$ cat config.mk
export PLATFORM = sky130hd
export DESIGN_NAME = cnn_load_sequencer
export DESIGN_NICKNAME = d
export VERILOG_FILES = /design/src/rtl/cnn_loadseq_pkg.sv /design/src/rtl/loadseq_word_counter.sv /design/src/rtl/cnn_load_sequencer.sv
export SDC_FILE = /design/constraint.sdc
export NUM_CORES = 1
export LEC_CHECK = 0
export ABC_CLOCK_PERIOD_IN_PS = 4400
export BUFFER_PORTS_ARGS = -buffer_cell sky130_fd_sc_hd__buf_2
export CAP_MARGIN = 30
export CELL_PAD_IN_SITES_DETAIL_PLACEMENT = 1
export CELL_PAD_IN_SITES_GLOBAL_PLACEMENT = 1
export CORE_MARGIN = 8
export CORE_UTILIZATION = 36
export DETAILED_ROUTE_END_ITERATION = 8
export GPL_TIMING_DRIVEN = 0
export PLACE_DENSITY = 0.95
export SKIP_CTS_REPAIR_TIMING = 1
export SYNTH_ARGS = -nofsm -noshare
export SYNTH_HDL_FRONTEND = slang
export SYNTH_HIERARCHICAL = 1
export SYNTH_SLANG_ARGS = --single-unit
$ cat constraint.sdc
create_clock -name clk -period 4.4 [get_ports clk]
set_input_delay 0.44 -clock clk [delete_from_list [all_inputs] [get_ports clk]]
set_output_delay 0.44 -clock clk [all_outputs]
set_load 0.03 [all_outputs]
$ cat src/rtl/cnn_loadseq_pkg.sv
// Shared definitions for the CNN layer load sequencer: accelerator region map,
// FSM state and operand phase encodings.
package cnn_loadseq_pkg;

  localparam logic [31:0] RESULT_BASE    = 32'hd000_0000;
  localparam logic [31:0] IMAGE_SET_BASE = 32'hd111_0000;
  localparam logic [31:0] INTERRUPT_BASE = 32'hd222_0000;
  localparam logic [31:0] WEIGHT_BASE    = 32'hd333_0000;
  localparam logic [31:0] BIAS_BASE      = 32'hd444_0000;
  localparam logic [31:0] PIXEL_BASE     = 32'hd555_0000;

  typedef enum logic [2:0] {
    S_IDLE,
    S_RD,
    S_WR,
    S_GAP,
    S_WAIT_IRQ,
    S_DONE
  } state_t;

  typedef enum logic [1:0] {
    PH_WEIGHT,
    PH_BIAS,
    PH_PIXEL
  } phase_t;

  function automatic logic [31:0] region_base(input phase_t ph);
    case (ph)
      PH_WEIGHT: region_base = WEIGHT_BASE;
      PH_BIAS:   region_base = BIAS_BASE;
      default:   region_base = PIXEL_BASE;
    endcase
  endfunction

endpackage

$ cat src/rtl/loadseq_word_counter.sv
// Up-counter with synchronous clear/enable and a compare against a runtime
// terminal value; used for the word, gap and watchdog counts.
module loadseq_word_counter #(
  parameter int W = 16
) (
  input  logic         clk,
  input  logic         rst,
  input  logic         clr,
  input  logic         en,
  input  logic [W-1:0] terminal,
  output logic [W-1:0] count,
  output logic         tc
);

  logic [W-1:0] count_q;
  logic [W-1:0] count_d;

  always_comb begin
    count_d = count_q;
    if (clr) begin
      count_d = '0;
    end else if (en) begin
      count_d = count_q + 1'b1;
    end
  end

  always_ff @(posedge clk) begin
    if (rst) begin
      count_q <= '0;
    end else begin
      count_q <= count_d;
    end
  end

  assign count = count_q;
  assign tc    = (count_q == terminal);

endmodule

$ cat src/rtl/cnn_load_sequencer.sv
// Streams weights, biases and pixels from the source memory into the
// accelerator slave port, then waits for its interrupt. Optional watchdog:
// define LOADSEQ_TIMEOUT_EN.
module cnn_load_sequencer
  import cnn_loadseq_pkg::*;
#(
  parameter int WEIGHT_WORDS   = 792,
  parameter int BIAS_WORDS     = 16,
  parameter int PIXEL_WORDS    = 6144,
  parameter int GAP            = 3,
  parameter int SRC_AW         = 16,
  parameter int TIMEOUT_CYCLES = 40000
) (
  input  logic              clk,
  input  logic              rst,
  input  logic              start,
  output logic              busy,
  output logic              done,
  output logic              timeout,
  output logic              src_rd_en,
  output logic [SRC_AW-1:0] src_addr,
  input  logic [31:0]       src_rdata,
  output logic [31:0]       awaddr,
  output logic              awvalid,
  output logic [31:0]       wdata,
  output logic              wvalid,
  input  logic              interrupt_signal
);

  localparam bit                HAS_GAP   = (GAP > 0);
  localparam logic [3:0]        GAP_LAST  = 4'(GAP - 1);
  localparam logic [SRC_AW-1:0] BIAS_IDX  = SRC_AW'(WEIGHT_WORDS);
  localparam logic [SRC_AW-1:0] PIXEL_IDX = SRC_AW'(WEIGHT_WORDS + BIAS_WORDS);

  state_t state_q, state_d;
  phase_t phase_q, phase_d;
  logic   last_q, last_d;
  logic   busy_q, busy_d;
  logic   done_q, done_d;
  logic   rd_en_q, rd_en_d;
  logic   wvalid_q, wvalid_d;

  logic              wcnt_clr, wcnt_en, wcnt_tc;
  logic [SRC_AW-1:0] wcnt, wcnt_last, phase_idx;
  logic              gcnt_clr, gcnt_en, gcnt_tc;
  logic [3:0]        gcnt;

  always_comb begin
    wcnt_last = SRC_AW'(PIXEL_WORDS - 1);
    phase_idx = PIXEL_IDX;
    case (phase_q)
      PH_WEIGHT: begin
        wcnt_last = SRC_AW'(WEIGHT_WORDS - 1);
        phase_idx = '0;
      end
      PH_BIAS: begin
        wcnt_last = SRC_AW'(BIAS_WORDS - 1);
        phase_idx = BIAS_IDX;
      end
      default: ;
    endcase
  end

  loadseq_word_counter #(.W(SRC_AW)) u_word_cnt (
    .clk(clk), .rst(rst), .clr(wcnt_clr), .en(wcnt_en),
    .terminal(wcnt_last), .count(wcnt), .tc(wcnt_tc)
  );

  loadseq_word_counter #(.W(4)) u_gap_cnt (
    .clk(clk), .rst(rst), .clr(gcnt_clr), .en(gcnt_en),
    .terminal(GAP_LAST), .count(gcnt), .tc(gcnt_tc)
  );

`ifdef LOADSEQ_TIMEOUT_EN
  logic        timeout_q, timeout_d;
  logic        wd_clr, wd_en, wd_tc;
  logic [31:0] wd_cnt;

  loadseq_word_counter #(.W(32)) u_wd_cnt (
    .clk(clk), .rst(rst), .clr(wd_clr), .en(wd_en),
    .terminal(32'(TIMEOUT_CYCLES - 1)), .count(wd_cnt), .tc(wd_tc)
  );
`endif

  always_comb begin
    state_d  = state_q;
    phase_d  = phase_q;
    last_d   = last_q;
    busy_d   = busy_q;
    done_d   = 1'b0;
    rd_en_d  = 1'b0;
    wvalid_d = 1'b0;
    wcnt_clr = 1'b0;
    wcnt_en  = 1'b0;
    gcnt_clr = 1'b0;
    gcnt_en  = 1'b0;
`ifdef LOADSEQ_TIMEOUT_EN
    timeout_d = timeout_q;
    wd_clr    = 1'b0;
    wd_en     = 1'b0;
`endif
    case (state_q)
      S_IDLE: begin
        if (start) begin
          state_d  = S_RD;
          rd_en_d  = 1'b1;
          busy_d   = 1'b1;
          phase_d  = PH_WEIGHT;
          last_d   = 1'b0;
          wcnt_clr = 1'b1;
`ifdef LOADSEQ_TIMEOUT_EN
          timeout_d = 1'b0;
`endif
        end
      end
      S_RD: begin
        state_d  = S_WR;
        wvalid_d = 1'b1;
      end
      S_WR: begin
        // last_d marks that the final pixel has just gone out
        if (wcnt_tc) begin
          wcnt_clr = 1'b1;
          if (phase_q == PH_WEIGHT) phase_d = PH_BIAS;
          else                      phase_d = PH_PIXEL;
          if (phase_q == PH_PIXEL)  last_d  = 1'b1;
        end else begin
          wcnt_en = 1'b1;
        end
        if (HAS_GAP) begin
          state_d  = S_GAP;
          gcnt_clr = 1'b1;
        end else if (wcnt_tc && phase_q == PH_PIXEL) begin
          state_d = S_WAIT_IRQ;
`ifdef LOADSEQ_TIMEOUT_EN
          wd_clr = 1'b1;
`endif
        end else begin
          state_d = S_RD;
          rd_en_d = 1'b1;
        end
      end
      S_GAP: begin
        if (gcnt_tc) begin
          if (last_q) begin
            state_d = S_WAIT_IRQ;
`ifdef LOADSEQ_TIMEOUT_EN
            wd_clr = 1'b1;
`endif
          end else begin
            state_d = S_RD;
            rd_en_d = 1'b1;
          end
        end else begin
          gcnt_en = 1'b1;
        end
      end
      S_WAIT_IRQ: begin
        if (interrupt_signal) begin
          state_d = S_DONE;
          done_d  = 1'b1;
          busy_d  = 1'b0;
`ifdef LOADSEQ_TIMEOUT_EN
        end else if (wd_tc) begin
          state_d   = S_DONE;
          done_d    = 1'b1;
          busy_d    = 1'b0;
          timeout_d = 1'b1;
        end else begin
          wd_en = 1'b1;
`endif
        end
      end
      S_DONE:  state_d = S_IDLE;
      default: state_d = S_IDLE;
    endcase
  end

  always_ff @(posedge clk) begin
    if (rst) begin
      state_q  <= S_IDLE;
      phase_q  <= PH_WEIGHT;
      last_q   <= 1'b0;
      busy_q   <= 1'b0;
      done_q   <= 1'b0;
      rd_en_q  <= 1'b0;
      wvalid_q <= 1'b0;
`ifdef LOADSEQ_TIMEOUT_EN
      timeout_q <= 1'b0;
`endif
    end else begin
      state_q  <= state_d;
      phase_q  <= phase_d;
      last_q   <= last_d;
      busy_q   <= busy_d;
      done_q   <= done_d;
      rd_en_q  <= rd_en_d;
      wvalid_q <= wvalid_d;
`ifdef LOADSEQ_TIMEOUT_EN
      timeout_q <= timeout_d;
`endif
    end
  end

  // Read data arrives the cycle after the read, so wdata passes straight through.
  assign busy      = busy_q;
  assign done      = done_q;
  assign src_rd_en = rd_en_q;
  assign src_addr  = rd_en_q ? (phase_idx + wcnt) : '0;
  assign awvalid   = wvalid_q;
  assign wvalid    = wvalid_q;
  assign awaddr    = wvalid_q ? region_base(phase_q) : 32'h0;
  assign wdata     = wvalid_q ? src_rdata : 32'h0;
`ifdef LOADSEQ_TIMEOUT_EN
  assign timeout   = timeout_q;
`else
  assign timeout   = 1'b0;
`endif

endmodule

# After elaboration in Yosys (flattened, before gate mapping)
# Index checks and enable logic that the tools add are counted.
[totals]
ff_bits = 30
latchBits = 0
romBits = 0
memories = 0
mem_bits_rw = 0
out_inout_bits = 86
[classes]
n_mul = 0
n_lt_le_gt_ge = 0
eq_ne = 13
n_bitwise = 1
n_mux = 35
n_reduce_logical = 11
shifts = 0
add_sub_neg = 3
div = 0
[ops]
columns = ["operator", "count"]
rows = [
  ["two-way mux 32 bit", 2],
  ["case mux 27 bit (2 select lines)", 1],
  ["case mux 13 bit (2 select lines)", 1],
  ["case mux 10 bit (2 select lines)", 1],
  ["adder 16 x 1 -> 16 bit (second input constant)", 1],
  ["adder 16 bit", 1],
  ["== test 16 x 13 -> 1 bit", 1],
  ["two-way mux 1 bit", 16],
  ["two-way mux 16 bit", 1],
  ["case mux 3 bit (5 select lines)", 1],
  ["two-way mux 3 bit", 4],
  ["AND reduction 3 bit", 3],
  ["inequality test 2 bit (second input constant)", 4],
  ["case mux 1 bit (2 select lines)", 4],
  ["== test 3 x 2 -> 1 bit (second input constant)", 2],
  ["two-way mux 2 bit", 3],
  ["OR reduction 2 bit", 3],
  ["adder 4 x 1 -> 4 bit (second input constant)", 1],
  ["== test 4 x 2 -> 1 bit (second input constant)", 1],
  ["case mux 2 bit (2 select lines)", 1],
  ["AND reduction 4 bit", 1],
  ["nonzero test 2 bit", 2],
  ["== test 3 x 1 -> 1 bit (second input constant)", 1],
  ["== test 3 bit (second input constant)", 1],
  ["6 further kinds", 6],
]

# Logic depth before layout (Yosys ltp)
# Gate-level depths: netlist of the first run.
[depth]
ltp_word = 6
mapped_depth = 11
mapped_depth_nobuf = 10

# By module
# The synthesis of the first run kept the hierarchy.
[modules_own_cells]
columns = ["module", "instances", "cells_each", "area_each_um2"]
rows = [
  ["cnn_load_sequencer", 1, 196, 1437.6],
  ["loadseq_word_counter (u_word_cnt)", 1, 107, 933.4],
  ["loadseq_word_counter (u_gap_cnt)", 1, 22, 219.0],
]

# Worst setup path before layout of the first run
# OpenSTA, ideal clock, no wires.
[synth_timing]
path_kind = "reg-to-output"
startpoint = "register phase_q[1]"
endpoint = "output port src_addr[13]"
arrival_time_ps = 2184
path_stages_with_launch = 9
t_required_ps = 3960
setup_slack_ps = 1776
n_path_buf = 0
cell_sequence = "dfxtp_1 -> nor2_1 -> inv_1 -> ha_1 -> fa_1 -> a21oi_1 -> o21ai_1 -> nand4_1 -> mux2i_1"
[synth_between]
elab_chain_cells = 4
elab_cells_between_ends = 5
cone_classes = "1 x add/sub; 1 x eq/ne; 2 x mux; 1 x reduce/logical"
[synth_rtl]
columns = ["item", "line", "source"]
rows = [
  ["start, declared", "cnn_load_sequencer.sv:36", "phase_t phase_q, phase_d;"],
  ["start signal, assigned", "cnn_load_sequencer.sv:193", "phase_q <= phase_d;"],
  ["== test 2 x 1 -> 1 bit or zero test 2 bit (tied branches)", "cnn_load_sequencer.sv:51", "case (phase_q)"],
  ["case mux 10 bit (2 select lines) *", "cnn_load_sequencer.sv:51", ""],
  ["net phase_idx[3]", "cnn_load_sequencer.sv:44", "logic [SRC_AW-1:0] wcnt, wcnt_last, phase_idx;"],
  ["adder 16 bit *", "cnn_load_sequencer.sv:209", "assign src_addr = rd_en_q ? (phase_idx + wcnt) : '0;"],
  ["two-way mux 16 bit *", "cnn_load_sequencer.sv:209", ""],
  ["end, declared", "cnn_load_sequencer.sv:21", "output logic [SRC_AW-1:0] src_addr,"],
]
# The timed path passes the listed nets; every way through them passes the cells marked *.

# Worst setup path after layout of the first run
[layout_timing]
startpoint = "register phase_q[1]"
endpoint = "register u_word_cnt.count_q[11], in the netlist u_word_cnt/count[11]"
[layout_between]
elab_chain_cells = 6
elab_cells_between_ends = 9
cone_classes = "2 x eq/ne; 5 x mux; 2 x reduce/logical"
[layout_rtl]
columns = ["item", "line", "source"]
rows = [
  ["== test 2 x 1 -> 1 bit or zero test 2 bit (tied branches)", "cnn_load_sequencer.sv:51", ""],
  ["case mux 13 bit (2 select lines) *", "cnn_load_sequencer.sv:51", ""],
  ["== test 16 x 13 -> 1 bit *", "loadseq_word_counter.sv:36", "assign tc = (count_q == terminal);"],
  ["net wcnt_tc", "cnn_load_sequencer.sv:43", "logic wcnt_clr, wcnt_en, wcnt_tc;"],
  ["two-way mux 1 bit *", "cnn_load_sequencer.sv:122", "if (wcnt_tc) begin"],
  ["case mux 1 bit (2 select lines) *", "cnn_load_sequencer.sv:102", "case (state_q)"],
  ["net wcnt_clr", "cnn_load_sequencer.sv:43", ""],
  ["OR reduction 2 bit (no line) *", "n/a", ""],
  ["end signal, assigned", "loadseq_word_counter.sv:31", "count_q <= count_d;"],
  ["end, declared", "loadseq_word_counter.sv:15", "logic [W-1:0] count_q;"],
]
# Marks and branches as above.
# A chain may end at the register's enable or synchronous reset.

==> flow_metrics.tcl, run 1 <==
set metrics [dict create \
    r2r_start "phase_q[1]" \
    grt_busiest_layer "met2" \
    dp_hpwl_mm 7.46 \
    p_sw_uw 309 \
    routedWlPerCell_microns 17.5 \
    layout-drive-gt1-share 0.337 \
    cp_top_family "simple AND/OR/NAND/NOR gates" \
    finalCriticalPeriod_ps 3530 \
    startpoint "phase_q[1]" \
    nNetsFinal 507 \
    worstHoldStart "interrupt_signal" \
    vias_per_cell 4.94 \
    timing.rr.end "u_word_cnt/count[11]" \
    synth-seq-area-share 0.232 \
    die_h_microns 101 \
    cap_violations 0 \
    worst_pin_slew_ps 867 \
    wirelength_mm 9.84 \
    drv_slew 0 \
    clockBufferDepth 2 \
    num_vias 2775 \
    grt_pass1_vias 3055 \
    seq_power_share 0.313 \
    grtUsageMet2 0.357 \
    initial_core_util 0.365 \
    min_path_type "input port to register" \
    drc_errors 0 \
    hold-path-cell-count 3 \
    fillers 931 \
    critPathLaunchType "register" \
    fin_util 0.489 \
    setup-violations-final 0 \
    h-tree-depth 2 \
    critPathMaxStageDelay_ps 670 \
    fmax_mhz 283 \
    finalSetupTns_ps 0 \
    slowest_stage "nor4_1" \
    final_antenna_net_count 0 \
    io_pins 122 \
    internal_power_uw 621 \
    async_flop_share 0 \
    grt_pass1_wl_mm 15.5 \
    p_clk_frac 0.384 \
    synth_edf_count 0 \
    power_density_nw_per_um2 268 \
    crit_type "register to register" \
    yosysWarnings 6 \
    yosys.cell_types.count 55 \
    synth_ff_type "dfxtp_1" \
    worstPathArrival_ps 3660 \
    slew_headroom 0.417 \
    finalCritPeriodShare 0.802 \
    grt_use_met1 0.186 \
    cp_num_buf_inv 3 \
    syn_area_sq_um 2590 \
    grt.overflow.total 0 \
    antenna_found_initial 0 \
    crit_fanout 10 \
    first_pass_iters 4 \
    p_leak_uw 0.00179 \
    die_w_microns 101 \
    placed_cells 554 \
    grt_max_degree 14 \
    syn_to_final_growth_pct 34.0 \
    placeableCoreArea_sq_um 7100 \
    cts_tree "yes" \
    peakVddDrop_v 0.000124 \
    worst_ep_required_time_ps 4530 \
    r2r_cells 10 \
    syn_area_per_cell_sq_um 7.97 \
    rows 31 \
    grt_usage 0.190 \
    clk_latency_ps 280 \
    gp_congestion 0.820 \
    whs_endpoint "done" \
    hold_violations 0 \
    numCtsBuffers 5 \
    rsz0062_at_grt "no" \
    end_kind "register" \
    whs_ps 444 \
    die-area_sq_um 10200 \
    cp_cell_sequence "nor2_1, inv_1, xnor2_1, nand4_1, nor4_1, a21o_2, or2_2, clkbuf_1, clkbuf_1, nor2_1" \
    fin_cells 562 \
    synth-seq-cells 30 \
    pwr-share-comb 0.303 \
    synthesis.instances 325 \
    r2r_setup_slack_ps 870 \
    port_buffers 100 \
    clk_pin_slew_ps 80 \
    clkSinkCount 30 \
    grt_util_met3 0.0483 \
    swShare 0.332 \
    status "completed" \
    clock_skew_ps 7.54 \
    diodes 0 \
    cts.root.buffer_cell "clkbuf_8" \
    drt_iter0_drc 170 \
]
## placed cells by master (no fill, tap or decap), drive strengths merged, types with 2 or more instances in the layout
| master | n |
|---|---|
| buf | 137 |
| and2 | 43 |
| conb | 32 |
| dfxtp | 30 |
| xnor2 | 24 |
| nor2 | 24 |
| nand2 | 19 |
| a21oi | 18 |
| clkbuf | 16 |
| nand4 | 11 |
| xor2 | 11 |
| inv | 8 |
| nand3 | 8 |
| ha | 8 |
| nor3 | 8 |
| mux2i | 7 |
| nand2b | 6 |
| nor2b | 6 |
| and3 | 4 |
| nor4 | 4 |
| a21o | 3 |
| nor3b | 3 |
| o21a | 2 |
| a41oi | 2 |
| o22ai | 2 |
| a31oi | 2 |
| bufinv | 2 |
| or2 | 2 |
| and4 | 2 |
| o31ai | 2 |
| or4 | 2 |
| nor4b | 2 |
| o21ai | 2 |
## tightest hold or removal path, stage by stage
cell,delay (ps)
buf_2,110
nand2_1,80
nor3b_1,50
## per-layer routing
metal / vias to the layer above / part of all wire
met1: 1313 / 0.36
met2: 126 / 0.51
met4: 0 / 0.035
li1: 1308 / -
met3: 28 / 0.091
met5: - / 0
## cells by family (layout without fill, tap and decap cells)
kind of cell | count (synthesis) | in the layout | share of synthesized area
other | 2 | 32 | 0.00290
multiplexers | 8 | 8 | 0.0314
AND/OR/NAND/NOR | 147 | 147 | 0.333
adder cells (fa/ha/maj) | 9 | 9 | 0.0464
buffers and inverters | 55 | 163 | 0.138
XOR/XNOR | 35 | 35 | 0.118
AO/OA/AOI/OAI | 39 | 39 | 0.0976
flip-flops | 30 | 30 | 0.232
## power by group through the flow
| stage | Combinational, uW | Clock, uW | Sequential [uW] |
|---|---|---|---|
| CTS | 281 | 359 | 291 |
| global route | 303 | 369 | 292 |
| floorplan | 198 | 0 | 300 |
| detailed placement | 274 | 0 | 297 |
| global placement | 264 | 0 | 296 |
| finish | 281 | 358 | 291 |
## registers in the layout, indices dropped and copies added (netlist names)
| signal | cells |
|---|---|
| phase_q | 2 |
| src_rd_en | 1 |
| busy | 1 |
| last_q | 1 |
| u_word_cnt/count | 16 |
| done | 1 |
| state_q | 3 |
| awvalid | 1 |
| u_gap_cnt/count | 4 |
## cells in the mapped netlist, types with 3 or more instances
| library cell | n | area [sq um] |
|---|---|---|
| a21oi_1 | 18 | 90.1 |
| and2_1 | 43 | 269 |
| and3_1 | 4 | 25.0 |
| buf_4 | 31 | 233 |
| buf_6 | 3 | 33.8 |
| clkbuf_1 | 9 | 33.8 |
| dfxtp_1 | 30 | 601 |
| ha_1 | 8 | 100 |
| inv_1 | 8 | 30.0 |
| mux2i_1 | 7 | 70.1 |
| nand2_1 | 18 | 67.6 |
| nand2b_1 | 6 | 37.5 |
| nand3_1 | 8 | 40.0 |
| nand4_1 | 11 | 68.8 |
| nor2_1 | 23 | 86.3 |
| nor2b_1 | 6 | 37.5 |
| nor3_1 | 7 | 35.0 |
| nor4_1 | 3 | 18.8 |
| xnor2_1 | 24 | 210 |
| xor2_1 | 11 | 96.3 |
## layout make-up
class | instances | area [sq um] | area share
multi-input combinational | 270 | 1740 | 0.503
sequential | 30 | 601 | 0.173
timing repair buffer | 100 | 500 | 0.144
buffer | 47 | 328 | 0.0945
tap | 99 | 124 | 0.0357
clock buffer | 6 | 82.6 | 0.0238
clock inverter | 2 | 60.1 | 0.0173
inverter | 8 | 30.0 | 0.00865
## metrics by stage
stage | area (sq um) | setup slack (ps) | total power, uW
floorplan | 2700 | 1780 | 498
global placement | 3330 | 1380 | 561
detailed placement | 3330 | 1180 | 571
CTS | 3470 | 930 | 931
global route | 3470 | 666 | 965
finish | 3470 | 870 | 930
## how the worst max path moves through the flow
stage / end / slack, ps / depth (start not counted)
final: u_word_cnt/count[11] / 870 / 10
after global routing: u_word_cnt/count[11] / 670 / 10
after CTS: u_word_cnt/count[11] / 930 / 10
after detailed placement: u_word_cnt/count[11] / 1180 / 10
after global placement: u_word_cnt/count[4] / 1380 / 10
after floorplan: src_addr[13] / 1780 / 8
No activity file was read; power rests on OpenSTA's default activity.
==> run 2: changes to the inputs <==
- ABC_AREA: not set -> 1
- ABC_CLOCK_PERIOD_IN_PS: 4400 -> 3230
- CORE_UTILIZATION: 36 -> 28
- PLACE_DENSITY: 0.95 -> 0.85
- clock period: 4.4 -> 3.23 ns (I/O delays scaled with it)
==> flow_metrics.tcl, run 2 <==
set metrics [dict create \
    slew_headroom 0.620 \
    io_pins 122 \
    p_total_uw 1810 \
    clk_latency_ps 290 \
    synth_top_cells_by_area "dfxtp_1 (22%), nand2_1 (17%), inv_1 (10%), nor2_1 (8.5%), buf_4 (8.4%)" \
    p_leak_uw 0.00213 \
    crit_end "src_addr[15]" \
    grt_pass1_wl_mm 14.3 \
    syn_area_sq_um 2770 \
    grt_max_degree 12 \
    dp_hpwl_mm 7.65 \
    synth-seq-area-share 0.217 \
    drv_slew 0 \
    critPathLaunchType "register" \
    final_common_cell "nand2_1" \
    synth_edf_count 0 \
    hold_violations 0 \
    setup-violations-final 0 \
    yosysWarnings 6 \
    startpoint "phase_q[1]" \
    r2r_cells 13 \
    syn_to_final_growth_pct 32.0 \
    die-area_sq_um 13300 \
    r2r_setup_slack_ps 710 \
    synth_ff_type "dfxtp_1" \
    fin_util 0.378 \
    yosysMostFrequentCell "nand2_1" \
    fin_cells 736 \
    cap_violations 0 \
    h-tree-depth 2 \
    vias_per_cell 4.26 \
    rows 36 \
    wirelength_mm 9.07 \
    worstPathArrival_ps 2580 \
    syn_area_per_cell_sq_um 6.00 \
    numCtsBuffers 5 \
    peakVddDrop_v 0.000181 \
    fmax_mhz 345 \
    end_kind "output pin" \
    cts_tree "yes" \
    num_vias 3136 \
    async_flop_share 0 \
    grt_pass1_vias 3130 \
    yosys.cell_types.count 35 \
    timing.rr.end "u_word_cnt/count[4]" \
    clkSinkCount 30 \
    nNetsFinal 647 \
    r2r_start "phase_q[0]" \
    initial_core_util 0.286 \
    crit_type "register to output pin" \
    port_buffers 100 \
    finalCriticalPeriod_ps 2900 \
    gp_congestion 0.806 \
    clk_pin_slew_ps 70 \
    yosys-top-cells-count "nand2_1 (123), inv_1 (75), nor2_1 (63)" \
    first_pass_iters 4 \
    power_density_nw_per_um2 495 \
    yosys.area.top_type "dfxtp_1" \
    placed_cells 728 \
    die_h_microns 115 \
    pre_cts_slack_ps 633 \
    drc_errors 0 \
    clock_skew_ps 7.17 \
    antenna_found_initial 0 \
    status "completed" \
    rsz0062_at_grt "no" \
    routedWlPerCell_microns 12.3 \
    grt_usage 0.132 \
    synth-seq-cells 30 \
    largest_register_ffs 16 \
    final_antenna_net_count 0 \
    synthesis.instances 462 \
    finalSetupTns_ps 0 \
    fillers 1340 \
    drt_iter0_drc 103 \
    setup_slack_ps 329 \
    grt.overflow.total 0 \
    clockBufferDepth 2 \
    placeableCoreArea_sq_um 9680 \
    finalCritPeriodShare 0.898 \
    die_w_microns 115 \
    synth_top_area_frac 0.217 \
    min_path_type "input port to register" \
    final_cell_mix "nand2_1 (123), buf_2 (104), inv_1 (75)" \
    diodes 0 \
    worst_pin_slew_ps 570 \
    crit_fanout 7 \
    cts.root.buffer_cell "clkbuf_8" \
    worst_ep_required_time_ps 2910 \
    layout-drive-gt1-share 0.294 \
]
[run 2: changes by cell type after synthesis, moves of 9 or more]
cell	delta
and2_1	-41
inv_1	+67
nand2_1	+105
nand3_1	+13
nor2_1	+40
xnor2_1	-9
xor2_1	-10
[run 2: critical path, cell delays in order (launching register included)]
cell	delay [ps]
dfxtp_1	360
nor2_1	220
inv_1	190
ha_1	260
fa_1	420
nand3_1	130
nand2_1	100
nand2_1	70
nand2_1	100
nand3_1	90
nand2_1	50
nor2_1	90
buf_2	200
[run 2: final cells by class]
cell class                 instances  area, sq um  share of cell area
clock buffer                       6         82.6              0.0226
timing repair buffer             100          500               0.137
inverter                          79          297              0.0811
buffer                            39          274              0.0749
sequential                        30          601               0.164
clock inverter                     2         12.5             0.00342
tap                              133          166              0.0455
multi-input combinational        347         1720               0.471
[run 2: logic make-up after synthesis]
group | synth area share
and+or+nand+nor | 0.390
buffers and inverters | 0.206
AOI/OAI and AO/OA | 0.0912
DFF | 0.217
xor gates and xnor gates | 0.0506
adders and majority gates | 0.0433
other | 0.00271
[run 2: report_power, final]
| part | leakage, uW | internal [uW] | switching, uW |
|---|---|---|---|
| clock network | 0.0000472 | 171 | 154 |
| logic | 0.00184 | 323 | 703 |
| registers | 0.000243 | 409 | 52.0 |
| total | 0.00213 | 903 | 909 |
[run 2: worst min-delay path by stage]
stage,from,endpoint,slack (ps),cells after the start
after floorplan,last_q,state_q[2],440,2
after CTS,interrupt_signal,done,330,3
final,interrupt_signal,done,330,3
after detailed placement,busy,busy,470,2
after global routing,interrupt_signal,done,350,3
after global placement,busy,busy,450,2
[run 2: through the flow]
step	area (sq um)	hold slack, ps
3_3_place_gp	3560	454
4_1_cts	3660	328
5_1_grt	3660	351
2_1_floorplan	2900	441
6_report	3660	329
3_5_place_dp	3560	467
[run 2: metal layers]
layer | global-route usage | vias up | share of wire
li1 | - | 1614 | -
met1 | 0.140 | 1429 | 0.41
met2 | 0.245 | 87 | 0.49
met3 | 0.0365 | 6 | 0.084
met4 | 0.0429 | 0 | 0.012
met5 | 0 | - | 0
